## src/rtl/er_sched_pkg.sv

```systemverilog
// ----------------------------------------------------------------------------
// er_sched_pkg
// Shared types and constants for the ER / DMA bus scheduler.
//   sched_state_t : scheduler FSM encoding (FREE / HOLD / FORCED)
//   CFG_*         : config register addresses on cfg_addr
//   *_RST         : reset values of the ER bounds (empty region)
// ----------------------------------------------------------------------------
package er_sched_pkg;

    typedef enum logic [1:0] {
        ST_FREE   = 2'd0,
        ST_HOLD   = 2'd1,
        ST_FORCED = 2'd2
    } sched_state_t;

    localparam logic [1:0] CFG_ERMIN = 2'd0;
    localparam logic [1:0] CFG_ERMAX = 2'd1;
    localparam logic [1:0] CFG_TMO   = 2'd2;

    // min > max describes an empty region, so nothing is "inside" after reset.
    localparam logic [15:0] ERMIN_RST = 16'hFFFF;
    localparam logic [15:0] ERMAX_RST = 16'h0000;

endpackage

```

## src/rtl/er_range_cmp.sv

```systemverilog
// ----------------------------------------------------------------------------
// er_range_cmp
// Combinational compare of the program counter against the ER bounds.
// Shared between the scheduler and the execution-monitor integration.
//   i_pc         : current program counter
//   i_min/i_max  : inclusive ER bounds (unsigned)
//   o_in_range   : i_min <= i_pc <= i_max (always 0 when i_min > i_max)
//   o_at_entry   : i_pc is inside the region and equals its entry point i_min
// ----------------------------------------------------------------------------
module er_range_cmp (
    input  logic [15:0] i_pc,
    input  logic [15:0] i_min,
    input  logic [15:0] i_max,
    output logic        o_in_range,
    output logic        o_at_entry
);

    logic w_ge_min;
    logic w_le_max;

    assign w_ge_min   = (i_pc >= i_min);
    assign w_le_max   = (i_pc <= i_max);
    assign o_in_range = w_ge_min && w_le_max;
    // Gating with the range check keeps an empty region from having an entry point.
    assign o_at_entry = o_in_range && (i_pc == i_min);

endmodule

```

## src/rtl/er_dma_sched.sv

```systemverilog
// ----------------------------------------------------------------------------
// er_dma_sched
// Arbitrates the shared memory bus between the CPU executing the Executable
// Region (ER) and the DMA engine. DMA grants are withheld while the CPU runs
// inside the ER; after a bounded wait a grant is forced and exec_abort pulses
// so attestation treats that ER run as invalid.
// Ports:
//   clk, rst_n          : clock, synchronous active-low reset
//   pc                  : CPU program counter
//   cfg_we/addr/wdata   : config write (0=ER_min, 1=ER_max, 2=timeout)
//   cfg_lock            : sticky lock of the config registers until reset
//   dma_req             : DMA request (level)
//   dma_grant           : DMA grant (registered)
//   ER_min, ER_max      : ER bounds to the execution monitor
//   in_er               : registered "pc inside the ER"
//   exec_abort          : one-cycle pulse on a forced grant
//   locked              : lock bit
//   o_dbg_state         : scheduler FSM state
//   o_dbg_wait_cnt      : DMA wait counter
// Handshake: there is no acknowledge. The DMA engine may use the bus in any
// cycle where dma_grant=1 and must stall in the same cycle dma_grant drops.
// ----------------------------------------------------------------------------
module er_dma_sched
    import er_sched_pkg::*;
#(
    parameter int               TMO_W   = 8,
    parameter logic [TMO_W-1:0] DEF_TMO = TMO_W'(64)
) (
    input  logic             clk,
    input  logic             rst_n,
    input  logic [15:0]      pc,
    input  logic             cfg_we,
    input  logic [1:0]       cfg_addr,
    input  logic [15:0]      cfg_wdata,
    input  logic             cfg_lock,
    input  logic             dma_req,
    output logic             dma_grant,
    output logic [15:0]      ER_min,
    output logic [15:0]      ER_max,
    output logic             in_er,
    output logic             exec_abort,
    output logic             locked,
    output sched_state_t     o_dbg_state,
    output logic [TMO_W-1:0] o_dbg_wait_cnt
);

    sched_state_t     r_state;
    sched_state_t     w_state_nxt;
    logic [15:0]      r_er_min;
    logic [15:0]      r_er_max;
    logic [TMO_W-1:0] r_tmo;
    logic [TMO_W-1:0] r_wait_cnt;
    logic             r_locked;
    logic             r_grant;
    logic             r_abort;
    logic             r_in_er;

    logic             w_in_range;
    logic             w_at_entry;
    logic             w_cfg_wr;
    logic             w_tmo_hit;
    logic [TMO_W-1:0] w_tmo_m1;
    logic [TMO_W-1:0] w_cnt_inc;
    logic [TMO_W-1:0] w_cnt_nxt;
    logic             w_grant_nxt;
    logic             w_abort_nxt;
    logic             w_unused_wdata_hi;

    er_range_cmp u_range (
        .i_pc       (pc),
        .i_min      (r_er_min),
        .i_max      (r_er_max),
        .o_in_range (w_in_range),
        .o_at_entry (w_at_entry)
    );

    // Config is frozen while the ER is being guarded so bounds cannot move
    // under a run in progress.
    assign w_cfg_wr          = cfg_we && !r_locked && (r_state == ST_FREE);
    assign w_unused_wdata_hi = ^cfg_wdata[15:TMO_W];

    assign w_tmo_m1  = r_tmo - TMO_W'(1);
    assign w_tmo_hit = (r_tmo != '0) && dma_req && (r_wait_cnt == w_tmo_m1);
    assign w_cnt_inc = (r_wait_cnt == '1) ? r_wait_cnt : r_wait_cnt + TMO_W'(1);

    // State register
    always_ff @(posedge clk) begin
        if (!rst_n) r_state <= ST_FREE;
        else        r_state <= w_state_nxt;
    end

    // Next-state logic; leaving the range wins over the timeout.
    always_comb begin
        w_state_nxt = r_state;
        case (r_state)
            ST_FREE:   if (w_at_entry) w_state_nxt = ST_HOLD;
            ST_HOLD: begin
                if (!w_in_range)    w_state_nxt = ST_FREE;
                else if (w_tmo_hit) w_state_nxt = ST_FORCED;
            end
            ST_FORCED: if (!w_in_range) w_state_nxt = ST_FREE;
            default:   w_state_nxt = ST_FREE;
        endcase
    end

    // Output / datapath next values (registered below).
    always_comb begin
        w_grant_nxt = 1'b0;
        w_abort_nxt = 1'b0;
        w_cnt_nxt   = r_wait_cnt;
        case (r_state)
            ST_FREE: begin
                w_cnt_nxt   = '0;
                w_grant_nxt = w_at_entry ? 1'b0 : dma_req;
            end
            ST_HOLD: begin
                if (!w_in_range) begin
                    w_cnt_nxt = '0;
                end else if (w_tmo_hit) begin
                    w_cnt_nxt   = w_cnt_inc;
                    w_grant_nxt = 1'b1;
                    w_abort_nxt = 1'b1;
                end else if (dma_req) begin
                    w_cnt_nxt = w_cnt_inc;
                end
            end
            ST_FORCED: begin
                w_grant_nxt = dma_req;
                if (!w_in_range) w_cnt_nxt = '0;
            end
            default: w_cnt_nxt = '0;
        endcase
    end

    always_ff @(posedge clk) begin
        if (!rst_n) begin
            r_er_min   <= ERMIN_RST;
            r_er_max   <= ERMAX_RST;
            r_tmo      <= DEF_TMO;
            r_locked   <= 1'b0;
            r_wait_cnt <= '0;
            r_grant    <= 1'b0;
            r_abort    <= 1'b0;
            r_in_er    <= 1'b0;
        end else begin
            r_wait_cnt <= w_cnt_nxt;
            r_grant    <= w_grant_nxt;
            r_abort    <= w_abort_nxt;
            r_in_er    <= w_in_range;
            if (w_cfg_wr) begin
                case (cfg_addr)
                    CFG_ERMIN: r_er_min <= cfg_wdata;
                    CFG_ERMAX: r_er_max <= cfg_wdata;
                    CFG_TMO:   r_tmo    <= cfg_wdata[TMO_W-1:0];
                    default:   ;
                endcase
            end
            // Lock is evaluated after the write, so a same-cycle write still lands.
            if (cfg_lock) r_locked <= 1'b1;
        end
    end

    assign dma_grant      = r_grant;
    assign exec_abort     = r_abort;
    assign ER_min         = r_er_min;
    assign ER_max         = r_er_max;
    assign in_er          = r_in_er;
    assign locked         = r_locked;
    assign o_dbg_state    = r_state;
    assign o_dbg_wait_cnt = r_wait_cnt;

endmodule

```

## config.mk

```make
export PLATFORM = sky130hd
export DESIGN_NAME = er_dma_sched
export DESIGN_NICKNAME = d
export VERILOG_FILES = /design/src/rtl/er_sched_pkg.sv /design/src/rtl/er_range_cmp.sv /design/src/rtl/er_dma_sched.sv
export SDC_FILE = /design/constraint.sdc
export NUM_CORES = 1
export LEC_CHECK = 0
export ABC_AREA = 1
export BUFFER_PORTS_ARGS = -buffer_cell sky130_fd_sc_hd__buf_4
export CORE_AREA = 2 2 89 91
export CTS_CLUSTER_SIZE = 12
export DETAILED_ROUTE_END_ITERATION = 10
export DIE_AREA = 0 0 91 93
export GPL_TIMING_DRIVEN = 0
export MAX_ROUTING_LAYER = met4
export PLACE_DENSITY = 0.68
export SYNTH_ARGS = -nofsm -noshare
export SYNTH_HDL_FRONTEND = slang
export SYNTH_HIERARCHICAL = 1
export SYNTH_SLANG_ARGS = --single-unit
```

## constraint.sdc

```tcl
create_clock -name clk -period 3 [get_ports clk]
set_clock_uncertainty 0.2 [all_clocks]
set_input_delay 0.45 -clock clk [delete_from_list [all_inputs] [get_ports clk]]
set_output_delay 0.45 -clock clk [all_outputs]
set_load 0.005 [all_outputs]
```

== Word level (Yosys, flattened, before mapping) ==
Cells that the tools add are included.
Storage, ports and cells
  latch bits: 0
  word-level logic and storage cells: 55
  output and inout port bits: 46
  input port bits: 39
  bits in writable memories: 0
  bits in registers: 54
  bits in read-only memories: 0
  memories kept: 0
Cells by class
  shift operators: 0
  multiplexer cells: 15
  magnitude comparators: 2
  eq/ne operators: 11
  bitwise operators: 0
  $add $sub $neg: 2
  reduce and logical (&&, ||, !) cells: 16
  div/mod/pow operators: 0
  multiply operators: 0
Operators with widths (number)
  8-bit two-way mux: 5
  16-bit equality test: 1
  16-bit >= comparator: 1
  16-bit <= comparator: 1
  8-bit one-hot mux with 2 select lines: 1
  2-bit AND reduction: 5
  8-bit by 1-bit adder with 8-bit output (second input constant): 1
  8-bit equality test: 1
  8-bit equality test (second input constant): 1
  2-bit two-way mux: 4
  8-bit nonzero test: 1
  8-bit by 1-bit subtractor with 8-bit output (second input constant): 1
  1-bit logical AND: 6
  2-bit one-hot mux with 3 select lines: 1
  2-bit by 1-bit equality test with 1-bit output (second input constant): 2
  2-bit equality test (second input constant): 2
  2-bit logical NOT: 2
  2-bit inequality test (second input constant): 2
  4-bit inequality test (second input constant): 1
  1-bit two-way mux: 3
  3-bit inequality test (second input constant): 1
  1-bit one-hot mux with 3 select lines: 1
  3-bit AND reduction: 1
  1-bit logical NOT: 1

== Depth between registers and ports, before layout ==
  depth after elaboration: 6
  mapped depth: 21
  depth with buffers taken out: 21

== Cells and area by module ==
Netlist, hierarchy kept.
By module, submodules not included
  er_dma_sched: area each 2428.6 um^2, sequential area each 1081.0 um^2, cells an instance 332, instances 1
  er_range_cmp: area each 859.6 um^2, sequential area each 0.0 um^2, cells an instance 141, instances 1

== Least setup slack after synthesis ==
OpenSTA, ideal clock, no wires.
  path type: input to register
  from: in pc[7]
  to: reg r_wait_cnt[5] (netlist: o_dbg_wait_cnt[5])
  setup time: 0.115 ns
  required time: 2.685 ns
  cell stages on the path: 15
  path slack: 0.701 ns
  arrival time: 1.984 ns
  cell sequence: ha_1 -> a21o_1 -> nor2_1 -> nand2_1 -> nand2_1 -> nand2_1 -> nand2_1 -> nand2_1 -> inv_1 -> nand2_4 -> inv_1 -> nand3_4 -> nand2_4 -> nor2_1 -> o21a_1
On the way
  longest elaborated chain between the ends: 4
  elaborated cells between the ends (all ways): 8
  those cells by class: order compare (2); eq/ne (2); mux (2); reduce/logical (2)
Ends and longest elaborated chain
  start: declaration: RTL line er_dma_sched.sv:31  | input logic [15:0] pc,
  16-bit >= comparator or 16-bit <= comparator (tied branches): RTL line er_range_cmp.sv:21, er_range_cmp.sv:22
  1-bit logical AND *: RTL line er_range_cmp.sv:23  | assign o_in_range = w_ge_min && w_le_max;
  via w_in_range: RTL line er_dma_sched.sv:58  | logic w_in_range;
  4-bit inequality test (no source line) (tied with other cells)
  2-bit AND reduction (no source line) or 8-bit one-hot mux with 2 select lines (tied branches)
  end signal: assignment: RTL line er_dma_sched.sv:146  | r_wait_cnt <= w_cnt_nxt;
  end: declaration: RTL line er_dma_sched.sv:52  | logic [TMO_W-1:0] r_wait_cnt;
Mark *: on every way through the listed nets, which the timed path passes. The rest lies on a longest branch.
A chain may end at the register's enable or synchronous reset.

== Worst setup path after layout ==
  from: reg r_er_max[15] (netlist: ER_max[15])
  to: reg r_wait_cnt[5] (netlist: o_dbg_wait_cnt[5])
On the way
  longest elaborated chain between the ends: 4
  elaborated cells between the ends (all ways): 7
  those cells by class: order compare (1); eq/ne (2); mux (2); reduce/logical (2)
Ends and longest elaborated chain
  start: declaration: RTL line er_dma_sched.sv:50  | logic [15:0] r_er_max;
  start signal: assignment: RTL line er_dma_sched.sv:153  | CFG_ERMAX: r_er_max <= cfg_wdata;
  16-bit <= comparator *: RTL line er_range_cmp.sv:22  | assign w_le_max = (i_pc <= i_max);
  1-bit logical AND *: RTL line er_range_cmp.sv:23
  via w_in_range: RTL line er_dma_sched.sv:58
  4-bit inequality test (no source line) (tied with other cells)
  2-bit AND reduction (no source line) or 8-bit one-hot mux with 2 select lines (tied branches)
Marked as above.

==> out/results.ini <==
[pwr]
swShare=0.265
p_comb_frac=0.184
internal_power_w=0.00114
p_switching_w=0.000412
ir_drop_mv=0.205
power_frac_seq=0.493
leakagePower_nw=2.12
power_density_nw_per_um2=375
clkPwrFrac=0.323

[clock_tree]
worstSkewPairLatency_ns=0.30
cts_tree=yes
cts_buffer_depth=2
numCtsBuffers=5
cts.clk_slew.worst_paths_ns=0.10
hold_buffers=0
numClockSinks=54
post_cts_buffers=0
cts-root-buf=clkbuf_8
h-tree-depth=2
cts_resized=0

[setup_path]
reg2reg_to=o_dbg_wait_cnt[5]
crit_end=o_dbg_wait_cnt[5]
reg2reg_depth=15
critPathMaxStageDelay_ns=0.39
endpoint_kind=flop
r2r_slack_ns=0.33
required_ns=3.00
crit_chain=inv_1 > ha_1 > a21oi_1 > o21ai_0 > a21oi_1 > nand2_1 > nand2_1 > nand2_1 > inv_1 > nand2_4 > inv_1 > nand3_4 > nand2_4 > nor2_1 > o21a_1
crit_type=reg2reg
worst_path_max_delay_cell=dfxtp_1
setup.worst_path.start_class=flop
crit_start=ER_max[15]
rr_startpoint=ER_max[15]
cp.arrival_ns=2.67
cp_max_fo=8

[grt]
grt_pass1_wl_um=13800
globalRoute.totalOverflow=0
grt_max_degree=16
antenna_found_initial=0
grt_pass1_vias=3097
grt_use_total=0.204

[floorplan]
initial_core_util=0.437
io_pins=85
die-height_um=93
die_w_um=91
core-area_um2=7530
placementRows=32
die_area_um2=8460

[sta]
setup-tns-final_ns=0
drv_slew=0
fin_crit_ns=2.67
fmax_mhz=375
fin_crit_sh=0.889
worst_pin_slew_ns=0.467
hold_viol=0
holdWs_ns=0.155
rsz0062_at_grt=false
setup_ws_ns=0.334
maxSlewHeadroom=0.689
setup_viol=0

[layout]
nets=637
area_growth_pct=26.3
fill_cells=781
n_antenna_cell=0
final-seq-area_um2=1080
drive_gt1_frac=0.195
fin_cells=665
multi_input_area_um2=1850

[placed_design]
dp_cells=658
portBuffers=83
dp_slack_ns=0.206
gp_congestion=0.904
hpwlAfterDp_um=6910

[logic_synthesis]
synth-seq-cells=54
synth_xor_xnor_area_share=0.0160
syn-cell-area_um2=3290
synth_top_family_by_area=simple AND/OR/NAND/NOR gates
syn-num-nets=547
syn_avg_cell_area_um2=6.95
synth.largest_area_cell=dfxtp_1
synth_compound_area_frac=0.131
synth_fa_ha_area_frac=0.133
synth_simple_gate_area_share=0.283
yosysWarnings=6
yosys.area.top_type_share=0.329
yosysSeqAreaShare=0.329
synth_area_leaders=dfxtp_1 (33%), ha_1 (13%), nand2_1 (12%)
netlist_instances=473
yosysUniqueCellTypes=32
synthMuxAreaShare=0

[min_path]
hp-class=in2reg

[route]
first_pass_iters=4
wl_per_cell_um=12.8
vias=3272
vias_per_cell=4.92
drtIter0Drc=121
drt-total-wl_um=8480
ant_nets=0
drcViolationCount=0

[outcome]
status=finished, final reports clean

[run]
max_cap_viol_count=0

[final cells by class]
cell class | instances | share of cell area
multi-input cells | 327 | 0.446
flip-flops and latches | 54 | 0.260
repair buffers | 83 | 0.150
inverters | 81 | 0.0732
well taps | 102 | 0.0307
clock buffers | 6 | 0.0199
plain buffers | 11 | 0.0127
clock inverters | 1 | 0.00723
[flip-flops by register name, summed over array words and instances (netlist names)]
signal and count:
ER_max 16, dma_grant 1, r_tmo 8, o_dbg_wait_cnt 8, o_dbg_state 2, locked 1
ER_min 16, in_er 1, exec_abort 1
[power by group through the flow]
stage	Clock (W)	Combinational (W)	Sequential, W
2_1_floorplan	0	0.000163	0.000779
3_3_place_gp	0	0.000277	0.000784
3_5_place_dp	0	0.000286	0.000785
4_1_cts	0.000510	0.000288	0.000768
5_1_grt	0.000537	0.000328	0.000772
6_report	0.000503	0.000286	0.000768
[synthesized netlist by cell type]
cell type,count
nand2_1,108
nor2_1,38
buf_2,3
nor3_2,2
o21a_1,2
nor3_1,1
nor2_2,1
nor2_4,2
a21oi_1,46
a31oi_1,1
buf_6,1
nand2_2,2
o21bai_1,1
o211ai_1,1
o21ai_1,3
nand3_1,35
ha_1,35
nand3_4,1
nand3b_4,1
inv_2,2
nand2_4,2
dfxtp_1,54
nor3_4,1
clkbuf_1,7
xor2_1,2
inv_1,79
nand4_1,6
nand3_2,2
o21ai_0,28
a21o_1,1
nand3b_1,1
xnor2_1,4
[worst min path at each step]
stage,slack [ns],startpoint,cells past startpoint,end
after floorplan,0.25,ER_max[1],2,ER_max[1]
after global placement,0.26,ER_max[14],2,ER_max[14]
after detailed placement,0.26,ER_max[14],2,ER_max[14]
after CTS,0.15,cfg_lock,3,locked
after global routing,0.15,cfg_lock,3,locked
final,0.16,cfg_lock,3,locked
[per-stage QoR]
step                 util  power, W  cell area [um2]
finish              0.552   0.00156             4150
global route        0.552   0.00164             4150
CTS                 0.552   0.00157             4150
detailed placement  0.537   0.00107             4040
global placement    0.537   0.00106             4040
floorplan               -  0.000942             3290
[cell usage in the layout (no fill, tap or decap), types with 3 or more instances in the layout]
master	instances
dfxtp_1	54
nand3_1	35
nand4_1	6
o21ai_0	28
inv_1	79
o21ai_1	3
clkbuf_1	7
clkbuf_8	6
ha_1	35
nand2_1	108
a21oi_1	46
buf_2	3
buf_4	83
nor2_1	38
xnor2_1	4
[worst max-delay path: cells and delay by family (launching register included)]
kind                     cells  cell delay [ns]
buffers and inverters        3             0.42
flip-flops                   1             0.39
AND/OR/NAND/NOR              7             0.69
AO/OA/AOI/OAI                4             0.57
adder cells (fa/ha/maj)      1             0.30
[kinds of logic (layout without fill, tap and decap cells)]
group / after synthesis / count (layout)
simple gates: 203 / 203
flops: 54 / 54
buf+inv: 92 / 182
fa+ha+maj: 35 / 35
compound gates: 83 / 83
xor+xnor: 6 / 6
[routing by layer]
layer / up-vias / track usage / part of all wire
li1: 1691 / - / -
met5: - / - / 0
met4: 0 / 0.0581 / 0.017
met1: 1486 / 0.235 / 0.43
met3: 15 / 0.0250 / 0.039
met2: 80 / 0.375 / 0.51
(Power assumes the default switching activity.)
